`config.mk`:
```
export PLATFORM = sky130hd
export DESIGN_NAME = rle_decoder_flat
export DESIGN_NICKNAME = d
export VERILOG_FILES = /design/src/rtl/rle_decoder_if.sv /design/src/rtl/rle_decoder.sv /design/src/flat_wrapper.sv
export SDC_FILE = /design/constraint.sdc
export NUM_CORES = 1
export LEC_CHECK = 0
export CAP_MARGIN = 10
export CORE_MARGIN = 1.5
export CORE_UTILIZATION = 25
export CTS_CLUSTER_SIZE = 28
export DETAILED_ROUTE_END_ITERATION = 7
export DONT_BUFFER_PORTS = 1
export PLACE_DENSITY_LB_ADDON = 0.3
export SETUP_SLACK_MARGIN = 0.4
export SLEW_MARGIN = 10
export SYNTH_ARGS = -nofsm -noshare
export SYNTH_HDL_FRONTEND = slang
export SYNTH_SLANG_ARGS = --single-unit
```
`constraint.sdc`:
```
create_clock -name CLK -period 4.4 [get_ports CLK]
set_input_delay 0.88 -clock CLK [delete_from_list [all_inputs] [get_ports CLK]]
set_output_delay 0.88 -clock CLK [all_outputs]
set_load 0.01 [all_outputs]
```
`src/rtl/rle_decoder_if.sv`:
```
// Record-in / pixel-write-out bundle for the RLE decoder.
// The record source drives the i_* fields and the frame-buffer stall; the decoder drives the o_* fields.
interface rle_decoder_if #(
  parameter int ChannelLength = 640,
  parameter int ChannelHeight = 480,
  parameter int MaxRunLength  = 12
);
  localparam int XW = $clog2(ChannelLength);
  localparam int YW = $clog2(ChannelHeight);

  logic                    i_valid;
  logic [7:0]              i_val;
  logic [MaxRunLength-1:0] i_count;
  logic [XW-1:0]           i_start_x;
  logic [YW-1:0]           i_row;
  logic                    i_wr_stall;
  logic                    o_busy;
  logic                    o_wr_en;
  logic [XW-1:0]           o_wr_x;
  logic [YW-1:0]           o_wr_y;
  logic [7:0]              o_wr_val;
  logic                    o_done;
  logic                    o_err;

  modport master (
    output i_valid, i_val, i_count, i_start_x, i_row, i_wr_stall,
    input  o_busy, o_wr_en, o_wr_x, o_wr_y, o_wr_val, o_done, o_err
  );

  modport slave (
    input  i_valid, i_val, i_count, i_start_x, i_row, i_wr_stall,
    output o_busy, o_wr_en, o_wr_x, o_wr_y, o_wr_val, o_done, o_err
  );
endinterface

```
`src/rtl/rle_decoder.sv`:
```
// Expands (value, count, start x, row) run records into one pixel write per cycle.
// The write for cycle c is decided at the edge that starts cycle c, so i_wr_stall sampled
// at that edge suppresses that cycle's write. Records that run past the line end are clipped.
module rle_decoder #(
  parameter int ChannelLength = 640,
  parameter int ChannelHeight = 480,
  parameter int MaxRunLength  = 12
) (
  input logic          CLK,
  input logic          RST,
  rle_decoder_if.slave bus
);
  localparam int XW = $clog2(ChannelLength);
  localparam int YW = $clog2(ChannelHeight);
  localparam int CW = MaxRunLength;

  localparam logic [XW:0] XLimit = ChannelLength[XW:0];
  localparam logic [YW:0] YLimit = ChannelHeight[YW:0];
  localparam logic [CW:0] CLimit = ChannelLength[CW:0];

  typedef enum logic [1:0] {S_IDLE, S_EXPAND, S_DONE} state_t;

  state_t          state_q, state_d;
  logic [XW-1:0]   x_q, x_d;          // next x to write
  logic [CW-1:0]   rem_q, rem_d;      // pixels still to write
  logic [7:0]      val_q, val_d;
  logic [YW-1:0]   row_q, row_d;
  logic            wr_en_q, wr_en_d;
  logic [XW-1:0]   wr_x_q, wr_x_d;
  logic [YW-1:0]   wr_y_q, wr_y_d;
  logic [7:0]      wr_val_q, wr_val_d;
  logic            done_q, done_d;
  logic            err_q, err_d;

  // Acceptance checks on the offered record; the sum is one bit wider than the count field.
  logic          rec_illegal;
  logic          rec_clip;
  logic [CW:0]   start_ext;
  logic [CW:0]   end_ext;
  logic [CW-1:0] count_eff;
  logic          issue;
  logic [XW-1:0] run_x;
  logic [CW-1:0] run_rem;

  assign start_ext   = {{(CW + 1 - XW){1'b0}}, bus.i_start_x};
  assign end_ext     = {1'b0, bus.i_count} + start_ext;
  assign rec_illegal = (bus.i_count == '0) || ({1'b0, bus.i_start_x} >= XLimit)
                    || ({1'b0, bus.i_row} >= YLimit);
  assign rec_clip    = (end_ext > CLimit);
  assign count_eff   = rec_clip ? CW'(CLimit - start_ext) : bus.i_count;

  // Next-state and next-output logic for the IDLE/EXPAND/DONE sequencer.
  // NOTE: every variable gets a default first, so no path leaves one unassigned and no latch is inferred.
  always_comb begin
    state_d  = state_q;
    x_d      = x_q;
    rem_d    = rem_q;
    val_d    = val_q;
    row_d    = row_q;
    wr_en_d  = 1'b0;
    wr_x_d   = wr_x_q;
    wr_y_d   = wr_y_q;
    wr_val_d = wr_val_q;
    done_d   = 1'b0;
    err_d    = 1'b0;
    issue    = 1'b0;
    run_x    = x_q;
    run_rem  = rem_q;

    unique case (state_q)
      S_IDLE: begin
        if (bus.i_valid) begin
          if (rec_illegal) begin
            err_d = 1'b1;
          end else begin
            err_d   = rec_clip;
            state_d = S_EXPAND;
            val_d   = bus.i_val;
            row_d   = bus.i_row;
            run_x   = bus.i_start_x;
            run_rem = count_eff;
            issue   = 1'b1;
          end
        end
      end
      S_EXPAND: begin
        if (rem_q == '0) begin
          state_d = S_DONE;
          done_d  = 1'b1;
        end else begin
          issue = 1'b1;
        end
      end
      S_DONE: state_d = S_IDLE;
      default: state_d = S_IDLE;
    endcase

    // A stalled cycle parks the run position; write address/data hold their last values.
    if (issue) begin
      x_d   = run_x;
      rem_d = run_rem;
      if (!bus.i_wr_stall) begin
        wr_en_d  = 1'b1;
        wr_x_d   = run_x;
        wr_y_d   = row_d;
        wr_val_d = val_d;
        x_d      = run_x + 1'b1;
        rem_d    = run_rem - 1'b1;
      end
    end
  end

  // State and output registers with synchronous active-low reset; reset mid-run simply abandons it.
  // NOTE: sequential state uses non-blocking assignments so every flop samples pre-edge values.
  always_ff @(posedge CLK) begin
    if (!RST) begin
      state_q  <= S_IDLE;
      x_q      <= '0;
      rem_q    <= '0;
      val_q    <= '0;
      row_q    <= '0;
      wr_en_q  <= 1'b0;
      wr_x_q   <= '0;
      wr_y_q   <= '0;
      wr_val_q <= '0;
      done_q   <= 1'b0;
      err_q    <= 1'b0;
    end else begin
      state_q  <= state_d;
      x_q      <= x_d;
      rem_q    <= rem_d;
      val_q    <= val_d;
      row_q    <= row_d;
      wr_en_q  <= wr_en_d;
      wr_x_q   <= wr_x_d;
      wr_y_q   <= wr_y_d;
      wr_val_q <= wr_val_d;
      done_q   <= done_d;
      err_q    <= err_d;
    end
  end

  assign bus.o_busy   = (state_q != S_IDLE);
  assign bus.o_wr_en  = wr_en_q;
  assign bus.o_wr_x   = wr_x_q;
  assign bus.o_wr_y   = wr_y_q;
  assign bus.o_wr_val = wr_val_q;
  assign bus.o_done   = done_q;
  assign bus.o_err    = err_q;
endmodule
```
`src/flat_wrapper.sv`:
```
// flat-port wrapper written by rule: the top's interface ports become plain ports
module rle_decoder_flat 
#(
  parameter int ChannelLength = 640,
  parameter int ChannelHeight = 480,
  parameter int MaxRunLength  = 12
)
  (CLK, RST, bus_i_valid, bus_i_val, bus_i_count, bus_i_start_x, bus_i_row, bus_i_wr_stall, bus_o_busy, bus_o_wr_en, bus_o_wr_x, bus_o_wr_y, bus_o_wr_val, bus_o_done, bus_o_err);
  rle_decoder_if #(.ChannelLength(ChannelLength), .ChannelHeight(ChannelHeight), .MaxRunLength(MaxRunLength)) bus_i ();
  input logic CLK;
  input logic RST;
  input wire logic [$bits(bus_i.i_valid)-1:0] bus_i_valid;
  input wire logic [$bits(bus_i.i_val)-1:0] bus_i_val;
  input wire logic [$bits(bus_i.i_count)-1:0] bus_i_count;
  input wire logic [$bits(bus_i.i_start_x)-1:0] bus_i_start_x;
  input wire logic [$bits(bus_i.i_row)-1:0] bus_i_row;
  input wire logic [$bits(bus_i.i_wr_stall)-1:0] bus_i_wr_stall;
  output wire logic [$bits(bus_i.o_busy)-1:0] bus_o_busy;
  output wire logic [$bits(bus_i.o_wr_en)-1:0] bus_o_wr_en;
  output wire logic [$bits(bus_i.o_wr_x)-1:0] bus_o_wr_x;
  output wire logic [$bits(bus_i.o_wr_y)-1:0] bus_o_wr_y;
  output wire logic [$bits(bus_i.o_wr_val)-1:0] bus_o_wr_val;
  output wire logic [$bits(bus_i.o_done)-1:0] bus_o_done;
  output wire logic [$bits(bus_i.o_err)-1:0] bus_o_err;
  assign bus_i.i_valid = bus_i_valid;
  assign bus_i.i_val = bus_i_val;
  assign bus_i.i_count = bus_i_count;
  assign bus_i.i_start_x = bus_i_start_x;
  assign bus_i.i_row = bus_i_row;
  assign bus_i.i_wr_stall = bus_i_wr_stall;
  assign bus_o_busy = bus_i.o_busy;
  assign bus_o_wr_en = bus_i.o_wr_en;
  assign bus_o_wr_x = bus_i.o_wr_x;
  assign bus_o_wr_y = bus_i.o_wr_y;
  assign bus_o_wr_val = bus_i.o_wr_val;
  assign bus_o_done = bus_i.o_done;
  assign bus_o_err = bus_i.o_err;
  rle_decoder #(.ChannelLength(ChannelLength), .ChannelHeight(ChannelHeight), .MaxRunLength(MaxRunLength)) u_core (.CLK(CLK), .RST(RST), .bus(bus_i));
endmodule
```
# Word-level counts from Yosys, hierarchy flattened
# Index checks and enable logic that the tools add are counted.
# word_totals
regBits,71
in_bits,43
output_inout_bits,31
elab_cells,60
# op_classes
add_sub_neg,4
magnitude_cmp,3
n_eq_ne,4
n_mux,26
bitwise_logic,1
n_reduce_logical,11
# op_table
op,count
$mux 12,5
$mux 10,4
$mux 9,3
$logic_not 12->1,2
$mux 8,3
$add 12x10->13,1
$gt 13x10->1 const B,1
$sub 12x1->12 const B,1
$sub 10x10->11 const A,1
$add 10x1->10 const B,1
$ge 10x10->1 const B,1
$ge 9x9->1 const B,1
$mux 1,6
$mux 2,3
$reduce_and 2->1,3
$reduce_and 3->1,2
$ne 2x2->1 const B,2
$pmux 2 s2,1
$eq 2x1->1 const B,1
$logic_not 2->1,1
$logic_or 1x1->1,2
$ne 2x1->1 const B,1
$pmux 1 s2,1
$reduce_bool 2->1,1
$not 1->1,1

# Depth between registers and ports, before layout
# Gate-level depths: netlist of the first run.
# depth
word_depth,8
depth_mapped,16
ltp_nobuf,15

# Worst setup path before layout of the first run
# Ideal clock, no wire load.
# synth_timing
path_kind,in2reg
startpoint,input port bus_i_start_x[0]
endpoint,register u_core.rem_q[7]
arrival_time_ns,4.096
required_ns,4.314
setup_slack_ns,0.219
cell_stages,14
n_path_buf,1
cell_sequence,ha_1 fa_1 a211o_1 a31oi_1 o221ai_1 a211o_1 and3_1 buf_2 or4_4 nand3_2 nand4_4 nor4b_2 xor2_1 a211oi_1
# synth_via
elab_chain_len,8
word_cells_on_any_way,15
# synth_rtl
element,line_no,source
start: declaration,flat_wrapper.sv:15,input wire logic [$bits(bus_i.i_start_x)-1:0] bus_i_start_x;
$add 12x10->13 or $ge 10x10->1 (tied branches),"rle_decoder.sv:46, rle_decoder.sv:47",
$gt 13x10->1 or $logic_or 1x1->1 (tied branches),"rle_decoder.sv:49, rle_decoder.sv:47",
$mux 12 or $logic_or 1x1->1 (tied branches),"rle_decoder.sv:50, rle_decoder.sv:48",
$mux 12,rle_decoder.sv:73,if (rec_illegal) begin
$mux 12,rle_decoder.sv:72,if (bus.i_valid) begin
$mux 12,rle_decoder.sv:70,unique case (state_q)
$sub 12x1->12,rle_decoder.sv:108,rem_d = run_rem - 1'b1;
$mux 12,rle_decoder.sv:102,if (!bus.i_wr_stall) begin
end signal: assignment,rle_decoder.sv:131,rem_q <= rem_d;
end: declaration,rle_decoder.sv:25,"logic [CW-1:0] rem_q, rem_d;"
# Parallel ways exist; a longest one is shown, timed or not.
# A chain may end at the register's enable or synchronous reset.

# Worst setup path in the final report of the first run
# Same ends and word-level chain as after synthesis.

==> results.py, run 1 <==
metrics = {
    "timing": {
        "setup_viol": 0,
        "period_needed_ps": 3940,
        "setup_slack_ps": 457,
        "tns_ps": 0,
        "max_slew_margin_pct": 22.5,
        "slew_violations": 0,
        "grt_setup_unrepaired": "yes",
        "worst_pin_slew_ps": 1160,
        "fin_crit_sh_pct": 89.6,
        "max_freq_ghz": 0.254,
        "finClkSkew_ps": 6.52,
        "hold_violations": 0,
    },
    "power": {
        "p_leak_nw": 1.80,
        "vdd_drop_max_v": 0.000195,
        "powerDensity_mw_per_mm2": 440,
    },
    "floorplanning": {
        "core_mm2": 0.0166,
        "initial_core_util_pct": 25.6,
        "std_cell_rows": 47,
        "die_w_um": 133,
        "fp.dieH_um": 133,
        "io_pins": 74,
        "die_area_mm2": 0.0178,
    },
    "cells_and_area": {
        "syn2layout_area_growth_pct": 16.2,
        "fin_nets": 569,
        "drive_gt1_share_pct": 13.0,
        "n_antenna_cell": 0,
    },
    "route": {
        "avgRoutedWirePerCell_um": 16.9,
        "vias": 3809,
        "drc": 0,
        "drtAntennaViolNets": 0,
        "drt_first_pass_iters": 4,
        "drt_iter0_markers": 226,
        "viasPerCell": 5.17,
        "routed_wl_mm": 12.4,
    },
    "yosys": {
        "synth_area_leaders": "dfxtp_1 (34%), nor2_1 (7.8%), mux2i_1 (6.6%)",
        "ys_seq_area_share_pct": 33.5,
        "synth_top_area_share_pct": 33.5,
        "synth-async-reset-ratio_pct": 0,
        "synth_nets": 575,
        "syn_area_mm2": 0.00424,
        "ys_warn_count": 0,
        "synthDistinctLibCells": 67,
        "synth_flop_cell": "dfxtp_1",
        "syn_avg_cell_area_um2": 8.19,
        "synthCells": 518,
        "synth.most_common_cell": "nor2_1",
        "synth_edf_count": 0,
        "synth_common_cells": "nor2_1 (88), dfxtp_1 (71), nand2_1 (40)",
        "ys_seq_elements": 71,
        "synth_top_area_cell": "dfxtp_1",
    },
    "placement": {
        "place.gp.congestion": 0.859,
        "port_buffers": 0,
        "dp_slack_ps": 10.4,
        "dp_hpwl_mm": 9.01,
    },
    "worst_setup_path": {
        "r2r_end": "u_core.rem_q[7]",
        "path_common_cell": "a211o_1",
        "cp-end-kind": "register",
        "critPathMaxStageDelay_ps": 350,
        "crit_buf_inv": 1,
        "rrSetupSlack_ps": 1570,
        "critical_path.max_fanout": 10,
        "required_ps": 4620,
        "path_cells": "ha_1 -> fa_2 -> a211o_1 -> a31oi_4 -> o221ai_1 -> a211o_1 -> and3_2 -> o21ai_1 -> o2bb2ai_1 -> buf_4 -> nand3_1 -> nor4b_4 -> xor2_1 -> a211oi_1",
        "cpMaxStageDelayCell": "fa_2",
        "crit_arrival_ps": 4160,
        "r2r_cells": 9,
        "start_kind": "input pin",
        "worstReg2RegStart": "u_core.state_q[0]",
        "crit_path_start": "bus_i_start_x[0]",
        "crit_family": "compound AO/OA/AOI/OAI gates",
        "critPathKind": "in -> reg",
    },
    "global_routing": {
        "antenna_found_initial": 0,
        "grt_max_degree": 67,
        "grt_pass1_wl_mm": 19.4,
        "grt_use_total_pct": 13.7,
        "overflow": 0,
        "grt_pass1_vias": 3538,
    },
    "job": {
        "drv_cap": 0,
    },
    "hold_path": {
        "hp-class": "reg -> reg",
        "hp-start": "u_core.x_q[1]",
        "min_path_cells": 2,
        "hold-path-endpoint": "u_core.x_q[1]",
    },
    "cts": {
        "clock_path_buffers": 2,
        "cts_tree": "built",
        "clock_sinks": 71,
        "htreeDepth": 3,
        "insertion_delay_ps": 330,
        "numCtsBuffers": 9,
        "post-cts-setup-buffer-count": 0,
        "ctsHoldBuffers": 0,
        "clk_pin_slew_ps": 60,
        "clockRootBuffer": "clkbuf_16",
    },
    "outcome": {
        "status": "completed",
    },
}
[how the worst max path moves through the flow]
| stage | depth (start not counted) | to | slack [ps] |
|---|---|---|---|
| 6_report | 14 | u_core.rem_q[7] | 460 |
| 5_1_grt | 13 | u_core.rem_q[7] | 340 |
| 4_1_cts | 13 | u_core.rem_q[7] | 440 |
| 3_5_place_dp | 13 | u_core.rem_q[11] | 10 |
| 3_3_place_gp | 13 | u_core.rem_q[7] | 180 |
| 2_1_floorplan | 14 | u_core.rem_q[7] | 410 |
[worst min-delay path, delay by kind of cell (launching register included)]
family	cells	cell delay, ps
AOI/OAI and AO/OA	1	50
DFF	1	310
and+or+nand+nor	1	60
[cells by family after synthesis]
family	after synthesis	synth area share [%]
compound gates	131	21.5
xor+xnor	20	4.13
fa+ha+maj	14	4.31
buf+inv	42	5.19
flops	71	33.5
mux	30	7.14
simple gates	210	24.3
[stage by stage]
stage | util [%] | hold slack [ps] | cells | total power, mW | cell area, um2
finish | 29.7 | 471 | 737 | 2.17 | 4930
global route | 29.7 | 507 | 737 | 2.30 | 4930
CTS | 28.9 | 475 | 736 | 2.15 | 4800
detailed placement | 27.0 | 467 | 720 | 1.35 | 4470
global placement | 27.0 | 439 | 720 | 1.34 | 4470
floorplan | - | 432 | 518 | 1.23 | 4270
[sequential cells by signal (all words and copies together) (netlist names)]
| register | cells |
|---|---|
| u_core.bus.o_err | 1 |
| u_core.bus.o_done | 1 |
| u_core.rem_q | 12 |
| u_core.bus.o_wr_val | 8 |
| u_core.val_q | 8 |
| u_core.x_q | 10 |
| u_core.bus.o_wr_x | 10 |
| u_core.bus.o_wr_y | 9 |
| u_core.state_q | 2 |
| u_core.bus.o_wr_en | 1 |
| u_core.row_q | 9 |
[layout make-up]
class	instances	area (um2)
clock buffer	10	229
clock inverter	6	93.8
fill	1741	11700
inverter	13	48.8
multi-input combinational	406	2780
sequential	71	1420
tap	220	275
timing repair buffer	11	82.6
[routing by layer]
metal	vias to the layer above	share of wire, %	track usage, %	wire (um)
li1	1886	-	-	-
met5	-	0	0	0
met3	21	3.3	2.70	416
met4	0	2.7	5.31	339
met2	69	50	23.7	6240
met1	1833	44	16.8	5430
[power breakdown]
| group | internal, mW | switching [mW] | total (mW) |
|---|---|---|---|
| Combinational | 0.230 | 0.354 | 0.584 |
| Clock | 0.500 | 0.287 | 0.787 |
| Sequential | 0.720 | 0.0793 | 0.799 |
[cell usage in the layout, fill, tap and decap left out, types with 4 or more instances in the layout]
| master | n |
|---|---|
| o21ai_0 | 25 |
| o211ai_1 | 6 |
| nand2_1 | 39 |
| nand3_1 | 16 |
| nor3_1 | 10 |
| mux2i_1 | 27 |
| a21oi_1 | 21 |
| nor2b_1 | 8 |
| xor2_1 | 8 |
| nor3_2 | 4 |
| or2_2 | 4 |
| a31oi_1 | 6 |
| a211o_1 | 4 |
| buf_4 | 11 |
| xnor2_1 | 12 |
| clkbuf_16 | 9 |
| inv_1 | 12 |
| ha_1 | 12 |
| nor2_1 | 86 |
| nand4_1 | 5 |
| a211oi_1 | 31 |
| dfxtp_1 | 71 |
| nor4_1 | 10 |
[repair_timing]
| action | 4_1_cts | 5_1_grt |
|---|---|---|
| setup endpoints to repair | 1 | 8 |
| gates cloned | 0 | 1 |
| pin swaps | 0 | 2 |
| gates resized for setup | 1 | 20 |
Power figures use the tool's default switching activity.
==> run 2: changes to the inputs <==
- clock period: 4.4 -> 5 ns (I/O delays scaled with it)
==> run 2 against run 1 <==
Hold slack worse by 4.1 ps. Final cell count down 0.68%. Flip-flop and latch count unchanged. Sequential power down 12%. Wire length down 3.5%. Clock skew up 3.4 ps. First-iteration DRC count down 3.5%. Clock power down 11%. Critical path type unchanged. Highest routed layer unchanged.
==> results.py, run 2 (same netlist as run 1, synthesis figures left out) <==
metrics = {
    "worst_setup_path": {
        "rrSetupSlack_ps": 2010,
        "worstReg2RegStart": "u_core.state_q[1]",
        "crit_arrival_ps": 4510,
        "start_kind": "input pin",
        "path_common_cell": "ha_1",
        "required_ps": 5240,
        "critPathKind": "in -> reg",
        "cpMaxStageDelayCell": "o22ai_1",
        "crit_family": "compound AO/OA/AOI/OAI gates",
        "r2r_cells": 9,
        "critPathMaxStageDelay_ps": 540,
        "crit_buf_inv": 0,
        "cp-end-kind": "register",
        "critical_path.max_fanout": 10,
        "r2r_end": "u_core.x_q[9]",
        "path_cells": "ha_1 -> fa_1 -> a211o_1 -> a31oi_1 -> o21bai_1 -> xnor2_1 -> o22ai_1 -> o21ai_0 -> o2bb2ai_1 -> ha_1 -> o211ai_1 -> nor2_1 -> xor2_1 -> a211oi_1",
    },
    "power": {
        "cell_internal_pwr_mw": 1.26,
        "combPwrFrac_pct": 24.9,
        "powerDensity_mw_per_mm2": 393,
        "vdd_drop_max_v": 0.000187,
        "pwr-share-seq_pct": 37.5,
        "sw_frac_of_total_pct": 32.7,
        "clkPwrFrac_pct": 37.6,
        "p_leak_nw": 1.77,
        "netSwitchingPower_mw": 0.611,
    },
    "cts": {
        "insertion_delay_ps": 340,
        "htreeDepth": 3,
        "ctsHoldBuffers": 0,
        "cts-resized-gates": 0,
        "clk_pin_slew_ps": 60,
        "clockRootBuffer": "clkbuf_16",
        "numCtsBuffers": 9,
        "clock_path_buffers": 2,
        "post-cts-setup-buffer-count": 0,
        "clock_sinks": 71,
        "cts_tree": "built",
    },
    "floorplanning": {
        "initial_core_util_pct": 25.6,
        "die_area_mm2": 0.0178,
        "core_mm2": 0.0166,
        "std_cell_rows": 47,
        "io_pins": 74,
        "die_w_um": 133,
        "fp.dieH_um": 133,
    },
    "global_routing": {
        "grt_pass1_vias": 3571,
        "grt_use_total_pct": 13.8,
        "grt_max_degree": 67,
        "grt_pass1_wl_mm": 19.3,
        "antenna_found_initial": 0,
        "overflow": 0,
    },
    "placement": {
        "port_buffers": 0,
        "place.gp.congestion": 0.892,
        "dp_hpwl_mm": 8.82,
        "dp_slack_ps": 308,
        "dpl-instance-area_mm2": 0.00441,
    },
    "route": {
        "drtAntennaViolNets": 0,
        "drt_first_pass_iters": 4,
        "routed_wl_mm": 12.0,
        "drt_iter0_markers": 218,
        "vias": 3785,
        "drc": 0,
        "avgRoutedWirePerCell_um": 16.4,
        "viasPerCell": 5.17,
    },
    "job": {
        "drv_cap": 0,
    },
    "hold_path": {
        "hp-class": "reg -> reg",
        "hold-path-endpoint": "u_core.x_q[1]",
        "hp-start": "u_core.x_q[1]",
        "min_path_cells": 2,
    },
    "cells_and_area": {
        "regMostFlops": "u_core.rem_q",
        "final_util_pct": 28.7,
        "layout_commonest_cell": "nor2_1",
        "drive_gt1_share_pct": 9.77,
        "fin_area_mm2": 0.00476,
        "largest_register_ffs": 12,
        "fin_nets": 564,
        "n_antenna_cell": 0,
        "mostFrequentLayoutCells": "nor2_1 (86), dfxtp_1 (71), nand2_1 (39)",
        "syn2layout_area_growth_pct": 12.2,
    },
    "timing": {
        "fin_crit_sh_pct": 85.4,
        "finClkSkew_ps": 9.92,
        "max_freq_ghz": 0.234,
        "setup_slack_ps": 729,
        "period_needed_ps": 4270,
        "tns_ps": 0,
        "setup_viol": 0,
        "worst_pin_slew_ps": 1140,
        "grt_setup_unrepaired": "no",
        "max_slew_margin_pct": 23.8,
        "hold_violations": 0,
        "slew_violations": 0,
    },
    "outcome": {
        "status": "completed",
    },
}
-- run 2: cell types whose count changed in the layout (fill, tap and decap cells not counted), sizes merged --
cell      before  now
inv           14   15
nand4          7    6
clkinv         2    3
clkbuf        10    9
buf           11    7
clkinvlp       1    0
-- run 2: metrics by stage --
step                power (mW)  hold WS (ps)  instances
finish                    1.87           467        732
global route              1.99           481        732
CTS                       1.89           474        732
detailed placement        1.17           466        716
global placement          1.17           444        716
floorplan                 1.08           432        518
-- run 2: area by class of cell --
cell class                      count  area, um2
Timing Repair Buffer                7       52.6
Sequential cell                    71       1420
Clock inverter                      7        104
Fill cell                        1761      11800
Tap cell                          220        275
Multi-Input combinational cell    405       2640
Inverter                           13       48.8
Clock buffer                        9        225
-- run 2: worst reg2reg max path: stages, from the launching register on --
cell and delay [ps]:
dfxtp_1 320, nor2_1 60, nand2_1 200, or2_2 600, a21oi_1 280, or4_4 610, nor4_1 420, nor2_1 80
a32oi_1 160, a31oi_1 110
-- run 2: power by group through the flow --
stage	logic, mW	clock network, mW	registers (mW)
finish	0.465	0.703	0.701
global route	0.528	0.753	0.709
CTS	0.463	0.722	0.701
detailed placement	0.461	0	0.713
global placement	0.454	0	0.714
floorplan	0.386	0	0.693
-- run 2: how the worst max path moves through the flow --
stage / start / endpoint / slack, ps / cells after the start
after CTS: bus_i_start_x[0] / u_core.rem_q[7] / 640 / 13
after global routing: bus_i_start_x[0] / u_core.rem_q[11] / 460 / 13
final: bus_i_start_x[0] / u_core.rem_q[6] / 730 / 14
after global placement: bus_i_start_x[0] / u_core.rem_q[7] / 400 / 13
after floorplan: bus_i_start_x[0] / u_core.rem_q[7] / 700 / 14
after detailed placement: bus_i_start_x[0] / u_core.rem_q[7] / 310 / 13
-- run 2: per-layer routing --
layer | vias to the layer above | routed length [um] | track usage [%]
met5 | - | 0 | 0
li1 | 1880 | - | -
met2 | 89 | 5850 | 22.5
met4 | 0 | 281 | 6.04
met1 | 1796 | 5290 | 17.3
met3 | 20 | 572 | 3.12
==> run 3: changes to the inputs <==
- ABC_AREA: not set -> 1
- CORE_UTILIZATION: 25 -> 45
- CTS_BUF_LIST: not set -> sky130_fd_sc_hd__clkbuf_4
==> run 3 against run 2 <==
Clock skew increased by 12 ps. Combinational power increased by 3%. Critical path depth increased by 7. Clock power decreased by 49%. Critical endpoint unchanged. Global-route usage increased by 8.5 points. Non-clock buffer count decreased by 5. Power decreased by 19%. Die area decreased by 42%. Wire length decreased by 7.9%.
==> results.py, run 3 <==
metrics = {
    "global_routing": {
        "grt_use_total_pct": 22.3,
        "grt_pass1_vias": 3929,
        "grt_max_degree": 53,
        "antenna_found_initial": 0,
        "grt_pass1_wl_mm": 18.3,
        "overflow": 0,
    },
    "cts": {
        "clock_path_buffers": 2,
        "ctsHoldBuffers": 0,
        "clk_pin_slew_ps": 140,
        "htreeDepth": 3,
        "post-cts-setup-buffer-count": 0,
        "cts-resized-gates": 0,
        "insertion_delay_ps": 430,
        "clock_sinks": 71,
        "cts_tree": "built",
        "clockRootBuffer": "clkbuf_4",
        "numCtsBuffers": 9,
    },
    "yosys": {
        "syn_area_mm2": 0.00440,
        "muxShareOfSynthArea_pct": 3.86,
        "syn_avg_cell_area_um2": 6.77,
        "synth_common_cells": "nand2_1 (139), inv_1 (73), dfxtp_1 (71)",
        "ys_warn_count": 0,
        "synth_top_area_share_pct": 32.3,
        "synth_flop_cell": "dfxtp_1",
        "synth_nets": 707,
        "synth_top_area_cell": "dfxtp_1",
        "yosys.area_share.xor_xnor_pct": 2.59,
        "ys_seq_elements": 71,
        "synth_compound_area_share_pct": 14.7,
        "synthCells": 650,
        "synth-async-reset-ratio_pct": 0,
        "synth_area_leaders": "dfxtp_1 (32%), nand2_1 (12%), nand3_1 (6.6%)",
        "ys_seq_area_share_pct": 32.3,
        "synth.most_common_cell": "nand2_1",
        "synth_edf_count": 0,
        "synthDistinctLibCells": 47,
        "synthSimpleGateAreaFrac_pct": 32.7,
        "synth_top_family_by_area": "simple AND/OR/NAND/NOR gates",
        "synth_fa_ha_area_share_pct": 4.15,
    },
    "cells_and_area": {
        "mostFrequentLayoutCells": "nand2_1 (139), inv_1 (73), dfxtp_1 (71)",
        "syn2layout_area_growth_pct": 4.09,
        "drive_gt1_share_pct": 8.54,
        "fin_area_mm2": 0.00458,
        "regMostFlops": "u_core.rem_q",
        "largest_register_ffs": 12,
        "layout_commonest_cell": "nand2_1",
        "n_antenna_cell": 0,
        "instances_no_fill": 773,
        "fin_nets": 696,
    },
    "worst_setup_path": {
        "critPathKind": "in -> reg",
        "crit_arrival_ps": 4010,
        "critical_path.max_fanout": 13,
        "required_ps": 5320,
        "path_common_cell": "nand2_1",
        "critPathMaxStageDelay_ps": 420,
        "cpMaxStageDelayCell": "fa_1",
        "crit_family": "simple AND/OR/NAND/NOR gates",
        "cp-end-kind": "register",
        "cp.depth": 21,
        "r2r_cells": 11,
        "start_kind": "input pin",
        "crit_buf_inv": 1,
        "path_cells": "ha_1 -> fa_1 -> nand2_1 -> nand2_1 -> nand3_1 -> nand2_1 -> nand2_1 -> nand2_1 -> nand2_1 -> nand2_1 -> a21oi_2 -> nand2_2 -> nand2_1 -> nand3_1 -> nand2_2 -> ha_1 -> nand2_1 -> nor2_2 -> a21oi_1 -> o21ai_1 -> inv_1",
    },
    "timing": {
        "finClkSkew_ps": 22.2,
        "worst_pin_slew_ps": 815,
        "whs_ps": 476,
        "period_needed_ps": 3680,
        "grt_setup_unrepaired": "no",
        "max_slew_margin_pct": 45.3,
        "setup_viol": 0,
        "tns_ps": 0,
        "hold_violations": 0,
        "slew_violations": 0,
        "max_freq_ghz": 0.271,
        "fin_crit_sh_pct": 73.7,
    },
    "route": {
        "viasPerCell": 5.31,
        "vias": 4108,
        "drc": 0,
        "drtAntennaViolNets": 0,
        "avgRoutedWirePerCell_um": 14.3,
        "drt_iter0_markers": 278,
        "drt_first_pass_iters": 5,
        "routed_wl_mm": 11.0,
    },
    "floorplanning": {
        "io_pins": 74,
        "initial_core_util_pct": 47.0,
        "die_area_mm2": 0.0104,
        "die_w_um": 102,
        "std_cell_rows": 35,
        "fp.dieH_um": 102,
        "core_mm2": 0.00937,
    },
    "job": {
        "drv_cap": 0,
    },
    "placement": {
        "dp_hpwl_mm": 8.04,
        "dpl.cell_count": 757,
        "dpl-instance-area_mm2": 0.00445,
        "port_buffers": 0,
        "place.gp.congestion": 0.941,
    },
    "power": {
        "p_leak_nw": 2.25,
        "powerDensity_mw_per_mm2": 331,
        "vdd_drop_max_v": 0.000291,
    },
    "hold_path": {
        "min_path_cells": 2,
        "hp-class": "reg -> reg",
    },
    "outcome": {
        "status": "completed",
    },
}
-- run 3: cell types whose count changed in the layout (fill, tap and decap cells not counted), sizes merged, moves of 16 or more --
cell / delta
nand2: +110
inv: +67
nand3: +42
a21oi: +30
a211oi: -28
o21ai: +24
nor2: -16
-- run 3: routing by layer --
layer | global-route usage [%] | vias up | part of all wire, %
li1 | - | 2108 | -
met2 | 35.7 | 146 | 44
met5 | 0 | - | 0
met1 | 27.8 | 1834 | 45
met4 | 9.80 | 0 | 2.7
met3 | 6.57 | 20 | 8.6
-- run 3: cell families (layout without fill, tap and decap cells) --
group / after synthesis / after routing
mux: 17 / 17
compound gates: 117 / 117
xor+xnor: 13 / 13
simple gates: 315 / 315
flops: 71 / 71
fa+ha+maj: 14 / 14
buf+inv: 103 / 97
-- run 3: worst register-to-register path: cells and delay by family, from the launching register on --
family / cells / cell delay [ps]
buffers and inverters: 4 / 1280
flip-flops: 1 / 360
AND/OR/NAND/NOR: 5 / 820
AO/OA/AOI/OAI: 2 / 280
-- run 3: worst paths after layout --
| kind | from | to | slack [ps] |
|---|---|---|---|
| setup reg to reg | u_core.state_q[1] | u_core.bus.o_wr_val[6] | 2210 |
| hold reg to reg | u_core.x_q[3] | u_core.x_q[3] | 480 |
| setup / recovery | bus_i_start_x[0] | u_core.rem_q[6] | 1320 |
| hold / removal | u_core.x_q[3] | u_core.x_q[3] | 480 |
-- run 3: area by class of cell --
type	count	area (um2)
fill	975	4790
multi-input combinational	476	2560
sequential	71	1420
inverter	79	299
tap	129	161
clock buffer	9	67.6
clock inverter	7	62.6
timing repair buffer	2	15.0
-- run 3: metrics by stage --
stage | worst slack (ps) | power, mW | util [%]
after floorplan | 1520 | 1.09 | -
after global placement | 1070 | 1.16 | 47.5
after detailed placement | 945 | 1.17 | 47.5
after CTS | 1410 | 1.53 | 48.9
after global routing | 985 | 1.63 | 48.9
final | 1320 | 1.52 | 48.9
-- run 3: power breakdown --
part | total [mW] | internal [mW] | switching, mW
Combinational | 0.479 | 0.166 | 0.313
Clock | 0.356 | 0.112 | 0.244
Sequential | 0.684 | 0.634 | 0.0497
